**src/rtl/ysyx_23060203_pkg.sv**
```systemverilog
// ysyx_23060203_pkg: shared IFU state encoding, bus response codes and perf event ids.
package ysyx_23060203_pkg;
  typedef enum logic [1:0] {S_REQ, S_RESP, S_OUT, S_WAIT} ifu_state_t;
  localparam logic [1:0] RESP_OKAY = 2'b00;
  localparam logic [31:0] RESET_PC_DEFAULT = 32'h8000_0000;
  localparam int PERF_IFU_FETCH = 1;
endpackage

```
**src/rtl/ysyx_23060203_perf_cnt.sv**
```systemverilog
// ysyx_23060203_perf_cnt: 64-bit free-wrapping enable counter.
module ysyx_23060203_perf_cnt (
  input  logic        clk,
  input  logic        rst,
  input  logic        en,
  output logic [63:0] cnt
);
  always_ff @(posedge clk)
    cnt <= rst ? '0 : cnt + {63'd0, en};
endmodule

```
**src/rtl/ysyx_23060203_ifu.sv**
```systemverilog
// ysyx_23060203_ifu: single-outstanding instruction fetch over AXI4-Lite read, handing {inst, pc} to IDU.
module ysyx_23060203_ifu
  import ysyx_23060203_pkg::*;
#(
  parameter logic [31:0] RESET_PC = RESET_PC_DEFAULT
) (
  input  logic        clk,
  input  logic        rst,
  output logic [31:0] araddr,
  output logic        arvalid,
  input  logic        arready,
  input  logic [31:0] rdata,
  input  logic [1:0]  rresp,
  input  logic        rvalid,
  output logic        rready,
  output logic [31:0] inst,
  output logic [31:0] pc,
  output logic        inst_err,
  output logic        out_valid,
  input  logic        out_ready,
  input  logic [31:0] dnpc,
  input  logic        dnpc_valid,
  output logic        dnpc_ready
`ifdef YSYX_23060203_IFU_PERF_EN
  ,
  output logic [63:0] perf_fetch_cnt,
  output logic [63:0] perf_wait_cnt
`endif
);
  ifu_state_t state, state_nxt;
  logic ar_fire, r_fire, out_fire, dnpc_fire;
  always_ff @(posedge clk)
    state <= rst ? S_REQ : state_nxt;
  always_comb begin
    state_nxt = state;
    case (state)
      S_REQ:   state_nxt = ar_fire ? S_RESP : S_REQ;
      S_RESP:  state_nxt = r_fire ? S_OUT : S_RESP;
      S_OUT:   state_nxt = out_fire ? S_WAIT : S_OUT;
      default: state_nxt = dnpc_fire ? S_REQ : S_WAIT;
    endcase
  end
  always_comb begin
    arvalid    = !rst && state == S_REQ;
    rready     = !rst && state == S_RESP;
    out_valid  = !rst && state == S_OUT;
    dnpc_ready = !rst && state == S_WAIT;
    araddr     = pc;
    ar_fire    = arvalid && arready;
    r_fire     = rready && rvalid;
    out_fire   = out_valid && out_ready;
    dnpc_fire  = dnpc_ready && dnpc_valid;
  end
  always_ff @(posedge clk) begin
    if (rst) begin
      pc       <= RESET_PC;
      inst     <= '0;
      inst_err <= 1'b0;
    end else begin
      if (r_fire) begin
        inst     <= rdata;
        inst_err <= rresp != RESP_OKAY;
      end
      if (dnpc_fire) pc <= dnpc;
    end
  end
`ifdef YSYX_23060203_IFU_PERF_EN
  ysyx_23060203_perf_cnt u_fetch_cnt (
    .clk(clk),
    .rst(rst),
    .en (r_fire),
    .cnt(perf_fetch_cnt)
  );
  ysyx_23060203_perf_cnt u_wait_cnt (
    .clk(clk),
    .rst(rst),
    .en (arvalid || rready),
    .cnt(perf_wait_cnt)
  );
`endif
endmodule

```
**config.mk**
```make
export PLATFORM = sky130hd
export DESIGN_NAME = ysyx_23060203_ifu
export DESIGN_NICKNAME = d
export VERILOG_FILES = /design/src/rtl/ysyx_23060203_pkg.sv /design/src/rtl/ysyx_23060203_perf_cnt.sv /design/src/rtl/ysyx_23060203_ifu.sv
export SDC_FILE = /design/constraint.sdc
export NUM_CORES = 1
export LEC_CHECK = 0
export CAP_MARGIN = 20
export CORE_MARGIN = 2
export CORE_UTILIZATION = 42
export CTS_BUF_LIST = sky130_fd_sc_hd__clkbuf_4 sky130_fd_sc_hd__clkbuf_8 sky130_fd_sc_hd__clkbuf_16
export DETAILED_ROUTE_END_ITERATION = 16
export GPL_ROUTABILITY_DRIVEN = 0
export PLACE_DENSITY = 0.86
export REMOVE_ABC_BUFFERS = 1
export SLEW_MARGIN = 10
export SYNTH_ARGS = -nofsm -noshare
export SYNTH_HDL_FRONTEND = slang
export SYNTH_HIERARCHICAL = 1
export SYNTH_SLANG_ARGS = --single-unit
```
**constraint.sdc**
```tcl
create_clock -name clk -period 2.1 [get_ports clk]
set_input_delay 0.315 -clock clk [delete_from_list [all_inputs] [get_ports clk]]
set_output_delay 0.315 -clock clk [all_outputs]
set_load 0.01 [all_outputs]
```
==> metrics.txt, run 1 <==
final period utilization 94.74%; count of state elements after synthesis 67; nets@finish 473; share of layout cells above drive strength 1 between 20% and 30%; Via density about 4.5; first-pass GRT wire length between 10 and 15 mm; final wirelength 7.400 mm; final setup vio count 0; worst r2r path cells 3; H-Tree Depth 3; fin cells 505; Critical Path Sink Type primary output; DIE AREA a little over 0.008 mm^2; min cycle time layout between 1.5 and 2 ns; starting density of the core between 40% and 50%; Worst VDD drop between 0.2 and 0.3 mV; CTS Buffer Depth 2; critical path arrival 1.67 ns; fin area around 0.0049 mm^2; post-detailed-route count of antenna-violating nets 0; Mapped Area approximately 0.0031 mm^2; Final Util about two thirds; initial DRC count 38; CTS Sinks 67; WHS Path Cells 2; CP top delay family buffers and inverters; Fin Hold WS ~0.24 ns; Yosys warning count 6; WP data required between 1.5 and 2 ns; CP Class reg2out; Syn Inst Count between 200 and 300; drt wl/cell around 15 um; row count 31; Pre-antenna DRT Iters 2; Pwr Density about 600 mW/mm^2; distinct cell type count after synthesis 22; DR vias 2282; crit path max fanout 6; Worst-path clk slew approximately 0.070 ns; number of global-route vias before repair 2476; Clock Latency Late Sink around 0.34 ns; Remaining DRCs 0; Leakage roughly 2.1 nW; Post-DP Area about 0.0047 mm^2; area of the core between 0.007 and 0.008 mm^2; Mean Syn Cell Area about 12 um^2; io pins ~170; peak per-stage delay on the critical path ~0.54 ns; crit-path cells or2_2 > nor2_1 > clkdlybuf4s50_1; CTS tree built; worst slew pin tran 0.3199 ns; Slew headroom roughly 80%; ANT cells 0; outcome completed; setup_tns 0 ns; fin. max-slew vios 0; Max Freq just over 500 MHz; # hold bufs at CTS 0; register area share after synthesis a little over two fifths; final worst setup slack between 0.1 and 0.15 ns; Critical Path Start Type flop; Final Hold Vio Count 0; Hold Path Class in2reg; Place WS approximately 0.3 ns; clk_skew 0.005530 ns; DPL Wire Length 5.512 mm; top cells by area, synth dfxtp_1 43%, mux2_4 14%, mux2_2 13%; Critical Path Stages 3; die height between 90 and 100 um; Buffers on Ports approximately 170; Placed Instances 489; Synth area leader dfxtp_1; RSZ-0062 raised after global routing no; initial antenna violation count 0; crit path max-delay cell type clkdlybuf4s50_1; grt total ovfl 0; largest net degree at the start of global routing 39; share of the synthesized area in the top cell type 42.74%; width of the die 90.44 um; Layout area overhead 55.54%; Critical path buffers and inverters 1; cell at the root of the clock tree clkbuf_8; total track usage around a fifth; Max-Cap Viols 0; Final Power approximately 3 mW; Num CTS Buffers 9
[registers in the layout, summed over array words and instances, names as in the netlist]
register / flops
araddr: 32
inst: 32
inst_err: 1
state: 2
[cells in the mapped netlist]
| library cell | number |
|---|---|
| and2b_1 | 20 |
| a21oi_1 | 1 |
| nand4b_2 | 1 |
| buf_4 | 35 |
| nand4bb_1 | 1 |
| clkbuf_4 | 2 |
| mux2_4 | 29 |
| inv_1 | 2 |
| nor2_1 | 6 |
| dfxtp_1 | 67 |
| buf_6 | 3 |
| nand3b_1 | 1 |
| a21bo_2 | 1 |
| nand2b_1 | 2 |
| clkbuf_1 | 4 |
| or2_2 | 1 |
| mux2_2 | 35 |
| nor2b_1 | 32 |
| buf_12 | 3 |
| mux2i_1 | 3 |
| and2b_2 | 11 |
| o22ai_1 | 1 |
[metal layers]
layer / track usage [%] / up-vias / wire, um
met4: 8.462 / 0 / 155
met3: 5.175 / 13 / 578
met2: 32.58 / 118 / 3573
li1: - / 1099 / -
met1: 21.16 / 1052 / 3092
met5: 0 / - / 0
[cell families after synthesis]
family | Yosys count | share of synthesized area, %
mux | 67 | 27.39
buf+inv | 49 | 12.56
flops | 67 | 42.74
simple gates | 75 | 16.63
compound gates | 3 | 0.6778
[power by group]
| part | leakage, nW | switching [mW] | internal (mW) | total (mW) |
|---|---|---|---|---|
| clock network | 0.108 | 0.509 | 0.701 | 1.21 |
| registers | 0.542 | 0.0279 | 1.31 | 1.34 |
| logic | 1.49 | 0.114 | 0.274 | 0.388 |
[worst register-to-register path, delay by kind of cell (launching register included)]
| kind | cells | cell delay [ns] |
|---|---|---|
| buffers and inverters | 1 | 0.26 |
| flip-flops | 1 | 0.50 |
| multiplexers | 1 | 0.38 |
| AND/OR/NAND/NOR | 1 | 0.27 |
[worst paths after layout]
check / from / end / slack (ns)
max: state[0]$_SDFF_PP0_ / out_valid / 0.11
min: rst / state[1]$_SDFF_PP0_ / 0.24
max reg2reg: state[1]$_SDFF_PP0_ / inst[17]$_SDFFE_PP0P_ / 0.58
min reg2reg: inst_err$_SDFFE_PP0P_ / inst_err$_SDFFE_PP0P_ / 0.48
[repair_timing]
item                                    in CTS  in global routing
endpoints found under the setup margin       0                  1
resized for setup                            0                  1
setup buffers                                0                  0
[cell usage in the layout (no fill, tap or decap), drive strengths merged]
| cell type | count |
|---|---|
| a21oi | 1 |
| a21bo | 1 |
| clkinvlp | 2 |
| mux2i | 3 |
| o22ai | 1 |
| nor2 | 6 |
| clkinv | 2 |
| clkbuf | 10 |
| inv | 2 |
| nor2b | 32 |
| dlymetal6s2s | 1 |
| buf | 5 |
| mux2 | 64 |
| and2b | 31 |
| or2 | 1 |
| nand2b | 2 |
| bufinv | 2 |
| clkdlybuf4s50 | 170 |
| nand4b | 1 |
| nand3b | 1 |
| dfxtp | 67 |
| nand4bb | 1 |
[area by class of cell]
cell class,instances,area [um^2]
fillers,570,2372
well taps,99,123.9
clock buffers,10,137.6
inverters,2,7.507
flip-flops and latches,67,1341
multi-input cells,145,1408
clock inverters,6,88.84
repair buffers,176,1774
No activity file was read; power rests on OpenSTA's default activity.
==> run 2: changes to the inputs <==
- GPL_ROUTABILITY_DRIVEN: 0 -> 1
- MAX_ROUTING_LAYER: not set -> met4
==> metrics.txt, run 2 (synthesized netlist as in run 1, its figures left out) <==
outcome completed; total track usage 19.19%; Final GP Congestion ~0.77; fin area roughly 0.0049 mm^2; fin. max-slew vios 0; Final Power just under 3 mW; min-delay src rst; worst slew pin tran about 0.32 ns; Critical Path Start Type flop; ANT cells 0; DPL Wire Length approximately 5.5 mm; Clock Latency Late Sink approximately 0.34 ns; width of the die about 90 um; min cycle time layout around 2 ns; Layout area overhead 55.54%; # hold bufs at CTS 0; DR vias approximately 2300; final wirelength between 7 and 8 mm; fin cells between 500 and 600; share of layout cells above drive strength 1 between 20% and 30%; Worst-path clk slew around 0.070 ns; CTS tree built; number of global-route vias before repair 2477; most frequent cells in the layout 170 x clkdlybuf4s50_1, 67 x dfxtp_1, 35 x mux2_2, 32 x nor2b_1, 29 x mux2_4; CTS Buffer Depth 2; CP startpoint state[0]$_SDFF_PP0_; die height 90.44 um; Max-Cap Viols 0; multi-input logic area roughly 0.0014 mm^2; crit path max fanout 6; CTS Sinks 67; clk_skew between 0.005 and 0.006 ns; final setup vio count 0; worst r2r path cells 3; WHS Path Cells 2; post-detailed-route count of antenna-violating nets 0; RSZ-0062 raised after global routing no; area occupied by registers roughly 0.0013 mm^2; CP Class reg2out; Slew headroom 78.69%; starting density of the core ~43%; critical path arrival approximately 1.7 ns; Place WS approximately 0.3 ns; first-pass GRT wire length 12.24 mm; Via density around 4.5; most common cell after layout, fill and taps aside clkdlybuf4s50_1; Placed Instances between 400 and 500; H-Tree Depth 3; drt wl/cell around 15 um; final period utilization between 90% and 100%; row count 31; initial antenna violation count 0; Pre-antenna DRT Iters 2; Hold Path Class in2reg; WP data required between 1.5 and 2 ns; Worst VDD drop between 0.2 and 0.3 mV; cell at the root of the clock tree clkbuf_8; largest net degree at the start of global routing 39; Num CTS Buffers 9; R2R Path Start state[1]$_SDFF_PP0_; DIE AREA just over 0.008 mm^2; final worst setup slack between 0.1 and 0.15 ns; Remaining DRCs 0; Buffers on Ports ~170; grt total ovfl 0; Pwr Density approximately 600 mW/mm^2; Critical Path Sink Type primary output; initial DRC count 52; Final Hold Vio Count 0; Post-DP Area between 0.004 and 0.005 mm^2; nets@finish between 400 and 500; area of the core between 0.007 and 0.008 mm^2; Leakage approximately 2.1 nW; Max Freq between 500 and 600 MHz; fill count 570; io pins 173
run 2: power breakdown:
part           total, mW  switching, mW  internal, mW
registers           1.34         0.0279          1.31
clock network       1.21          0.510         0.701
logic              0.388          0.114         0.274
total               2.94          0.652          2.29
run 2: cell type report:
cell class	instances	share of cell area, %
Inverter	2	0.1538
Tap cell	99	2.538
Timing Repair Buffer	176	36.35
Clock inverter	6	1.820
Multi-Input combinational cell	145	28.84
Sequential cell	67	27.48
Clock buffer	10	2.820
run 2: path summary, 6_finish.rpt:
| path | end | slack, ns |
|---|---|---|
| worst max-delay path | out_valid | 0.11 |
| worst min-delay path | state[1]$_SDFF_PP0_ | 0.24 |
| worst max register to register | inst[17]$_SDFFE_PP0P_ | 0.58 |
| worst min register to register | inst_err$_SDFFE_PP0P_ | 0.48 |
run 2: worst max-delay path, stage by stage (launching register included):
cell	delay, ns
dfxtp_1	0.37
or2_2	0.34
nor2_1	0.09
clkdlybuf4s50_1	0.54
run 2: what timing repair did:
| item | in CTS | in global routing |
|---|---|---|
| gates resized for setup | 0 | 1 |
| setup endpoints to repair | 0 | 1 |
| setup buffers | 0 | 0 |
run 2: stage by stage:
stage | TNS [ns] | hold slack, ns | utilization (%)
after floorplan | -22.64 | 0.3841 | -
after global placement | 0 | 0.4717 | 64.14
after detailed placement | 0 | 0.4750 | 64.14
after CTS | 0 | 0.2273 | 67.26
after global routing | 0 | 0.2541 | 67.29
final | 0 | 0.2443 | 67.29
run 2: per-layer routing:
layer	wire [um]	part of all wire [%]	global-route usage [%]
met5	0	0	-
met4	151	2.0	8.462
met1	3154	43	21.79
met2	3586	49	32.64
met3	472	6.4	4.090
